### config.mk
export PLATFORM = sky130hd
export DESIGN_NAME = peak_report_framer
export DESIGN_NICKNAME = d
export VERILOG_FILES = /design/src/rtl/peak_report_pkg.sv /design/src/rtl/pk_report_fifo.sv /design/src/rtl/peak_report_framer.sv
export SDC_FILE = /design/constraint.sdc
export NUM_CORES = 2
export LEC_CHECK = 0
export ABC_AREA = 1
export ABC_CLOCK_PERIOD_IN_PS = 29700
export BUFFER_PORTS_ARGS = -buffer_cell sky130_fd_sc_hd__buf_4
export CAP_MARGIN = 25
export CORE_MARGIN = 2
export CORE_UTILIZATION = 55
export DETAILED_ROUTE_END_ITERATION = 8
export PLACE_DENSITY_LB_ADDON = 0.1
export SLEW_MARGIN = 5
export SYNTH_ARGS = -nofsm -noshare
export SYNTH_HDL_FRONTEND = slang
export SYNTH_SLANG_ARGS = --single-unit
export TNS_END_PERCENT = 10
### constraint.sdc
create_clock -name aclk -period 29.7 [get_ports aclk]
set_input_delay 8.91 -clock aclk [delete_from_list [all_inputs] [get_ports aclk]]
set_output_delay 8.91 -clock aclk [all_outputs]
set_load 0.005 [all_outputs]
### src/rtl/peak_report_pkg.sv
// Shared constants, frame layout and types for the peak-report framer.
package peak_report_pkg;

  localparam logic [31:0] MAGIC_DEFAULT = 32'h504B504B;  // ASCII "PKPK"

  localparam int unsigned REPORT_W    = 256;
  localparam int unsigned CID_W       = 64;
  localparam int unsigned ENTRY_W     = REPORT_W + CID_W;
  localparam int unsigned BEAT_W      = 64;
  localparam int unsigned FRAME_BEATS = 6;
  localparam int unsigned BEAT_CNT_W  = 3;

  // Low bit of each 64-bit report slice, emitted high to low on beats 2..5
  localparam int unsigned OFS_NUM_Q = 192;
  localparam int unsigned OFS_VAL_I = 128;
  localparam int unsigned OFS_VAL_Q = 64;
  localparam int unsigned OFS_IDX_Q = 0;

  // One buffered report tagged with the chirp counter at acceptance
  typedef struct packed {
    logic [CID_W-1:0]    counter_id;
    logic [REPORT_W-1:0] report;
  } pk_entry_t;

  typedef enum logic [1:0] {
    ST_IDLE = 2'd0,
    ST_LOAD = 2'd1,
    ST_BEAT = 2'd2
  } frm_state_e;

endpackage

### src/rtl/pk_report_fifo.sv
// Synchronous FIFO with registered read data and registered full/empty.
// Ports: i_clk/i_rst_n clock and sync active-low reset; i_push/i_wdata write;
// i_pop read (o_rdata valid the cycle after); o_full/o_empty/o_count status.
module pk_report_fifo #(
  parameter int unsigned WIDTH = 320,
  parameter int unsigned DEPTH = 4
) (
  input  logic                     i_clk,
  input  logic                     i_rst_n,
  input  logic                     i_push,
  input  logic [WIDTH-1:0]         i_wdata,
  input  logic                     i_pop,
  output logic [WIDTH-1:0]         o_rdata,
  output logic                     o_full,
  output logic                     o_empty,
  output logic [$clog2(DEPTH):0]   o_count
);

  localparam int unsigned PTR_W = $clog2(DEPTH);
  localparam int unsigned CNT_W = PTR_W + 1;

  logic [WIDTH-1:0] r_mem [DEPTH];
  logic [PTR_W-1:0] r_wptr;
  logic [PTR_W-1:0] r_rptr;
  logic [CNT_W-1:0] r_count;
  logic [CNT_W-1:0] w_count_nxt;
  logic [WIDTH-1:0] r_rdata;
  logic             r_full;
  logic             r_empty;
  logic             w_push_ok;
  logic             w_pop_ok;

  assign w_push_ok = i_push & ~r_full;
  assign w_pop_ok  = i_pop & ~r_empty;

  // Occupancy after this edge
  always_comb begin
    w_count_nxt = r_count;
    if (w_push_ok && !w_pop_ok) begin
      w_count_nxt = r_count + CNT_W'(1);
    end else if (!w_push_ok && w_pop_ok) begin
      w_count_nxt = r_count - CNT_W'(1);
    end
  end

  // Storage array, no reset needed
  always_ff @(posedge i_clk) begin
    if (w_push_ok) begin
      r_mem[r_wptr] <= i_wdata;
    end
  end

  // Pointers wrap naturally since DEPTH is a power of two
  always_ff @(posedge i_clk) begin
    if (!i_rst_n) begin
      r_wptr  <= '0;
      r_rptr  <= '0;
      r_count <= '0;
      r_full  <= 1'b0;
      r_empty <= 1'b1;
      r_rdata <= '0;
    end else begin
      if (w_push_ok) begin
        r_wptr <= r_wptr + PTR_W'(1);
      end
      if (w_pop_ok) begin
        r_rptr  <= r_rptr + PTR_W'(1);
        r_rdata <= r_mem[r_rptr];
      end
      r_count <= w_count_nxt;
      r_full  <= (w_count_nxt == CNT_W'(DEPTH));
      r_empty <= (w_count_nxt == '0);
    end
  end

  assign o_rdata = r_rdata;
  assign o_full  = r_full;
  assign o_empty = r_empty;
  assign o_count = r_count;

endmodule

### src/rtl/peak_report_framer.sv
// Buffers 256-bit peak reports with their counter_id and emits each as a
// 6-beat 64-bit AXI4-Stream frame: {MAGIC,seq}, counter_id, 4 report slices.
// Ports: aclk/aresetn (sync active-low); enable gates acceptance;
// s_axis_* report input (tlast ignored); counter_id sampled on accept;
// m_axis_* frame output; drop_count and seq_num status.
module peak_report_framer
  import peak_report_pkg::*;
#(
  parameter int unsigned FIFO_DEPTH   = 4,
  parameter bit          DROP_ON_FULL = 1'b1,
  parameter logic [31:0] MAGIC        = MAGIC_DEFAULT
) (
  input  logic                aclk,
  input  logic                aresetn,
  input  logic                enable,
  input  logic [REPORT_W-1:0] s_axis_tdata,
  input  logic                s_axis_tvalid,
  input  logic                s_axis_tlast,
  output logic                s_axis_tready,
  input  logic [CID_W-1:0]    counter_id,
  output logic [BEAT_W-1:0]   m_axis_tdata,
  output logic [7:0]          m_axis_tkeep,
  output logic                m_axis_tvalid,
  output logic                m_axis_tlast,
  input  logic                m_axis_tready,
  output logic [31:0]         drop_count,
  output logic [31:0]         seq_num
);

  frm_state_e               r_state;
  frm_state_e               w_state_nxt;
  pk_entry_t                w_entry;
  pk_entry_t                r_hold;
  logic [ENTRY_W-1:0]       w_fifo_rdata;
  logic                     w_fifo_full;
  logic                     w_fifo_empty;
  logic [$clog2(FIFO_DEPTH):0] w_unused_count;
  logic                     w_unused_tlast;
  logic                     r_alive;
  logic                     w_accept;
  logic                     w_push;
  logic                     w_drop;
  logic                     w_pop;
  logic                     w_hs;
  logic                     w_last_hs;
  logic                     r_tvalid;
  logic [BEAT_CNT_W-1:0]    r_beat;
  logic [31:0]              r_seq;
  logic [31:0]              r_hold_seq;
  logic [31:0]              r_drop;
  logic [BEAT_W-1:0]        w_beat_data;

  assign w_unused_tlast = s_axis_tlast;

  // r_alive keeps tready low through the reset cycle itself
  assign s_axis_tready = r_alive & enable & (DROP_ON_FULL | ~w_fifo_full);
  assign w_accept      = s_axis_tvalid & s_axis_tready;
  // "full" is the registered occupancy; a same-cycle pop does not make room
  assign w_push        = w_accept & ~w_fifo_full;
  assign w_drop        = w_accept & w_fifo_full;

  assign w_entry.counter_id = counter_id;
  assign w_entry.report     = s_axis_tdata;

  pk_report_fifo #(
    .WIDTH (ENTRY_W),
    .DEPTH (FIFO_DEPTH)
  ) u_fifo (
    .i_clk   (aclk),
    .i_rst_n (aresetn),
    .i_push  (w_push),
    .i_wdata (w_entry),
    .i_pop   (w_pop),
    .o_rdata (w_fifo_rdata),
    .o_full  (w_fifo_full),
    .o_empty (w_fifo_empty),
    .o_count (w_unused_count)
  );

  assign w_hs      = r_tvalid & m_axis_tready;
  assign w_last_hs = w_hs & (r_beat == BEAT_CNT_W'(FRAME_BEATS - 1));

  // Framer state register
  always_ff @(posedge aclk) begin
    if (!aresetn) begin
      r_state <= ST_IDLE;
    end else begin
      r_state <= w_state_nxt;
    end
  end

  // Next state; the FIFO pop is issued on the edge that enters LOAD
  always_comb begin
    w_state_nxt = r_state;
    w_pop       = 1'b0;
    case (r_state)
      ST_IDLE: begin
        if (!w_fifo_empty) begin
          w_pop       = 1'b1;
          w_state_nxt = ST_LOAD;
        end
      end
      ST_LOAD: begin
        w_state_nxt = ST_BEAT;
      end
      ST_BEAT: begin
        if (w_last_hs) begin
          if (!w_fifo_empty) begin
            w_pop       = 1'b1;
            w_state_nxt = ST_LOAD;
          end else begin
            w_state_nxt = ST_IDLE;
          end
        end
      end
      default: begin
        w_state_nxt = ST_IDLE;
      end
    endcase
  end

  // Holding register, beat counter, sequence and drop counters
  always_ff @(posedge aclk) begin
    if (!aresetn) begin
      r_alive    <= 1'b0;
      r_tvalid   <= 1'b0;
      r_beat     <= '0;
      r_seq      <= '0;
      r_hold_seq <= '0;
      r_hold     <= '0;
      r_drop     <= '0;
    end else begin
      r_alive <= 1'b1;
      if (w_drop && (r_drop != 32'hFFFF_FFFF)) begin
        r_drop <= r_drop + 32'd1;
      end
      if (r_state == ST_LOAD) begin
        r_hold     <= pk_entry_t'(w_fifo_rdata);
        r_hold_seq <= r_seq;
        r_beat     <= '0;
        r_tvalid   <= 1'b1;
      end else if (w_last_hs) begin
        r_seq    <= r_seq + 32'd1;
        r_tvalid <= 1'b0;
      end else if (w_hs) begin
        r_beat <= r_beat + BEAT_CNT_W'(1);
      end
    end
  end

  // Beat payload select
  always_comb begin
    w_beat_data = '0;
    case (r_beat)
      3'd0:    w_beat_data = {MAGIC, r_hold_seq};
      3'd1:    w_beat_data = r_hold.counter_id;
      3'd2:    w_beat_data = r_hold.report[OFS_NUM_Q +: BEAT_W];
      3'd3:    w_beat_data = r_hold.report[OFS_VAL_I +: BEAT_W];
      3'd4:    w_beat_data = r_hold.report[OFS_VAL_Q +: BEAT_W];
      3'd5:    w_beat_data = r_hold.report[OFS_IDX_Q +: BEAT_W];
      default: w_beat_data = '0;
    endcase
  end

  // Data and tlast read as zero whenever no beat is offered
  assign m_axis_tdata  = r_tvalid ? w_beat_data : '0;
  assign m_axis_tlast  = r_tvalid & (r_beat == BEAT_CNT_W'(FRAME_BEATS - 1));
  assign m_axis_tvalid = r_tvalid;
  assign m_axis_tkeep  = 8'hFF;
  assign drop_count    = r_drop;
  assign seq_num       = r_seq;

endmodule
==> metrics.csv <==
metric;value;unit
status;finished, final reports clean;
Internal;5150;uW
PortBufs;455;
post-route ant nets;0;
ys flop type;edfxtp_1;
post-synthesis compound-gate area fraction;13.5;%
gpl congestion;0.984;
Slew Limit Fails;0;
1st-pass router iterations;8;
Clock Latency Late Sink;0.84;ns
final setup fails;0;
Netlist Area Pre-Place;76600;sq um
RSZ-0062 raised after global routing;no;
setup ws final;11.54;ns
FILL cells;10900;
leakage power;0.0304;uW
main combinational cell family by area after synthesis;compound AO/OA/AOI/OAI gates;
antenna violations before repair;51;
I/O pins;465;
critical path required time;20.79;ns
# H-tree levels;4;
maximum vdd drop;0.0000746;V
vias in the first global route;49900;
Die ar.;142000;sq um
TNS Setup;0;ns
Die Span X;377;microns
Switching Fraction;30.9;%
CP Class;primary input to output port;
hpwl dp;146;mm
DR iter-0 viols;6599;
Synth Instances;7172;
fraction of layout cells with a size suffix above 1;11.1;%
detail-routed via count per cell;5.89;
Post-synth ARST share;0;%
final net count;7747;
core area;138000;sq um
final hold violations;0;
Max Fclk;55.1;MHz
Post-Route WL;235;mm
Seq/Total Area, Yosys;69.9;%
Starting Density;55.6;%
pwr/cell area;85.4;nW/um^2
all-layer global routing usage;32.4;%
flops & latches, synth;2032;
worst slew pin tran;1.29;ns
Row Count;136;
minimum clock period;18.16;ns
min-delay worst type;register to register;
skew final;0.0429;ns
Max Root-Sink Buffers;3;
number of flops mapped to enable cells by yosys;1280;
Synthesis Warnings;0;
Clock Sinks;2032;
Synth Area in Simple Gates;12.8;%
CP arrival;9.25;ns
largest net degree at the start of global routing;209;
CP endpoint kind;output port;
CTS buffer count;198;
Final Util;63.4;%
Syn-to-layout area delta;14.1;%
Comb pwr share;19.3;%
Hold Buf Count CTS;0;
proportion of synthesized area in mux cells;0;%
DIE HEIGHT;377;microns
adder-cell share of the synthesized area;0.212;%
Syn Area/Cell;10.7;sq um
routed vias;55400;
Post-Synth XOR/XNOR Area;0.217;%
switching pwr;2310;uW
DP Worst Slack;11.54;ns
first-pass GRT wire length;336;mm
Worst slew margin;13.9;%
clock root buffer;clkbuf_16;
Post-CTS Resized;0;
grt total ovfl;0;
post-synth cell types;39;
Worst Setup Start Kind;primary input;
Tcrit/Tclk final;61.2;%
Post CTS Setup Buffer Count;0;
worst-path fanout max;3;
drt drc;0;
part of the power in registers;47.8;%
clock-pin slew on the worst setup and hold paths;0.06;ns
Clk pwr share;32.9;%
max-capacitance violation count;0;
Routed WL per cell;25.0;microns
CTS tree;built;
## area by class of cell
type                       instances  area (sq um)  area share (%)
antenna                           34          85.1          0.0974
multi-input combinational       4533         20500            23.5
timing repair buffer             530          4160            4.76
tap                             1794          2240            2.57
sequential                      2032         53500            61.2
inverter                         113           448           0.513
clock inverter                    66           537           0.614
clock buffer                     309          5850            6.69
## power by group through the flow
stage | Clock [uW] | Sequential (uW) | Combinational [uW]
2_1_floorplan | 0 | 3510 | 1020
3_3_place_gp | 0 | 3610 | 1380
5_1_grt | 2590 | 3590 | 1590
4_1_cts | 2480 | 3550 | 1420
6_report | 2460 | 3570 | 1440
3_5_place_dp | 0 | 3610 | 1410
## sequential cells by signal (all words and copies together), names as in the netlist, 3 cells and up
| name | count |
|---|---|
| drop_count | 32 |
| r_beat | 3 |
| r_hold | 320 |
| r_hold_seq | 32 |
| seq_num | 32 |
| u_fifo.o_count | 3 |
| u_fifo.o_rdata | 320 |
| u_fifo.r_mem | 1280 |
## critical path, stage by stage
cell and delay [ns]:
buf_4 0.11, nand2_1 0.05, inv_1 0.06, buf_4 0.13
## per-layer routing
layer	vias to the layer above	global-route usage, %	share of wire (%)	routed length (microns)
li1	25500	-	-	-
met1	27100	43.8	40	94000
met2	2394	48.6	45	106000
met3	410	9.63	11	25300
met4	38	14.2	4.0	9390
met5	-	0	0.10	243
## synthesized netlist by cell type (5+ instances only)
master / count / area share, %
a41oi_1: 33 / 0.38
inv_1: 105 / 0.51
a221oi_1: 27 / 0.31
clkbuf_1: 356 / 1.7
buf_1: 24 / 0.12
xor2_1: 12 / 0.14
a21oi_1: 153 / 1.0
o21ai_0: 1262 / 8.2
nor3_1: 7 / 0.046
dfxtp_1: 752 / 20
buf_4: 12 / 0.12
nor2_1: 2019 / 9.9
o21a_1: 5 / 0.049
xnor2_1: 7 / 0.080
buf_6: 23 / 0.34
nand4_1: 17 / 0.14
nand2_1: 480 / 2.4
buf_2: 86 / 0.56
edfxtp_1: 1280 / 50
nand3_1: 25 / 0.16
ha_1: 13 / 0.21
o21ai_1: 102 / 0.67
a31oi_1: 327 / 2.7
nand3b_1: 12 / 0.12
## final timing paths
| path | slack, ns | depth (start not counted) | start | to |
|---|---|---|---|---|
| setup / recovery | 11.54 | 4 | enable | s_axis_tready |
| hold / removal | 0.45 | 2 | r_hold[210] | r_hold[210] |
| setup reg to reg | 25.13 | 6 | u_fifo.r_rptr[0] | u_fifo.o_rdata[150] |
| hold reg to reg | 0.45 | 2 | r_hold[210] | r_hold[210] |
## logic make-up (layout without fill, tap and decap cells)
kind of cell    Yosys count  after routing
simple gates           2571           2571
xor+xnor                 19             19
buf+inv                 614           1018
compound gates         1922           1922
other cells               1             42
flops                  2032           2032
fa+ha+maj                13             13
## per-stage QoR
| stage | total power, uW | cell area [sq um] | cells | hold slack, ns |
|---|---|---|---|---|
| global route | 7770 | 87300 | 9398 | 0.474 |
| detailed placement | 5020 | 80800 | 8998 | 0.442 |
| finish | 7460 | 87400 | 9411 | 0.447 |
| CTS | 7450 | 87200 | 9373 | 0.450 |
| floorplan | 4530 | 76600 | 7179 | 0.425 |
| global placement | 4990 | 80800 | 8996 | 0.434 |
## cells in the final DEF, fill, tap and decap left out, types with 12 or more instances in the layout
master / n
nor2_1: 2012
edfxtp_1: 1280
o21ai_0: 1260
dfxtp_1: 750
buf_4: 513
nand2_1: 479
a31oi_1: 327
clkbuf_16: 203
a21oi_1: 153
inv_1: 104
o21ai_1: 104
clkbuf_1: 69
clkbuf_8: 37
diode_2: 34
a41oi_1: 33
clkinv_2: 27
a221oi_1: 27
nand3_1: 25
clkinv_1: 23
nand4_1: 17
nand3b_1: 12
xor2_1: 12
ha_1: 12
buf_12: 12
No activity file was read; power rests on OpenSTA's default activity.
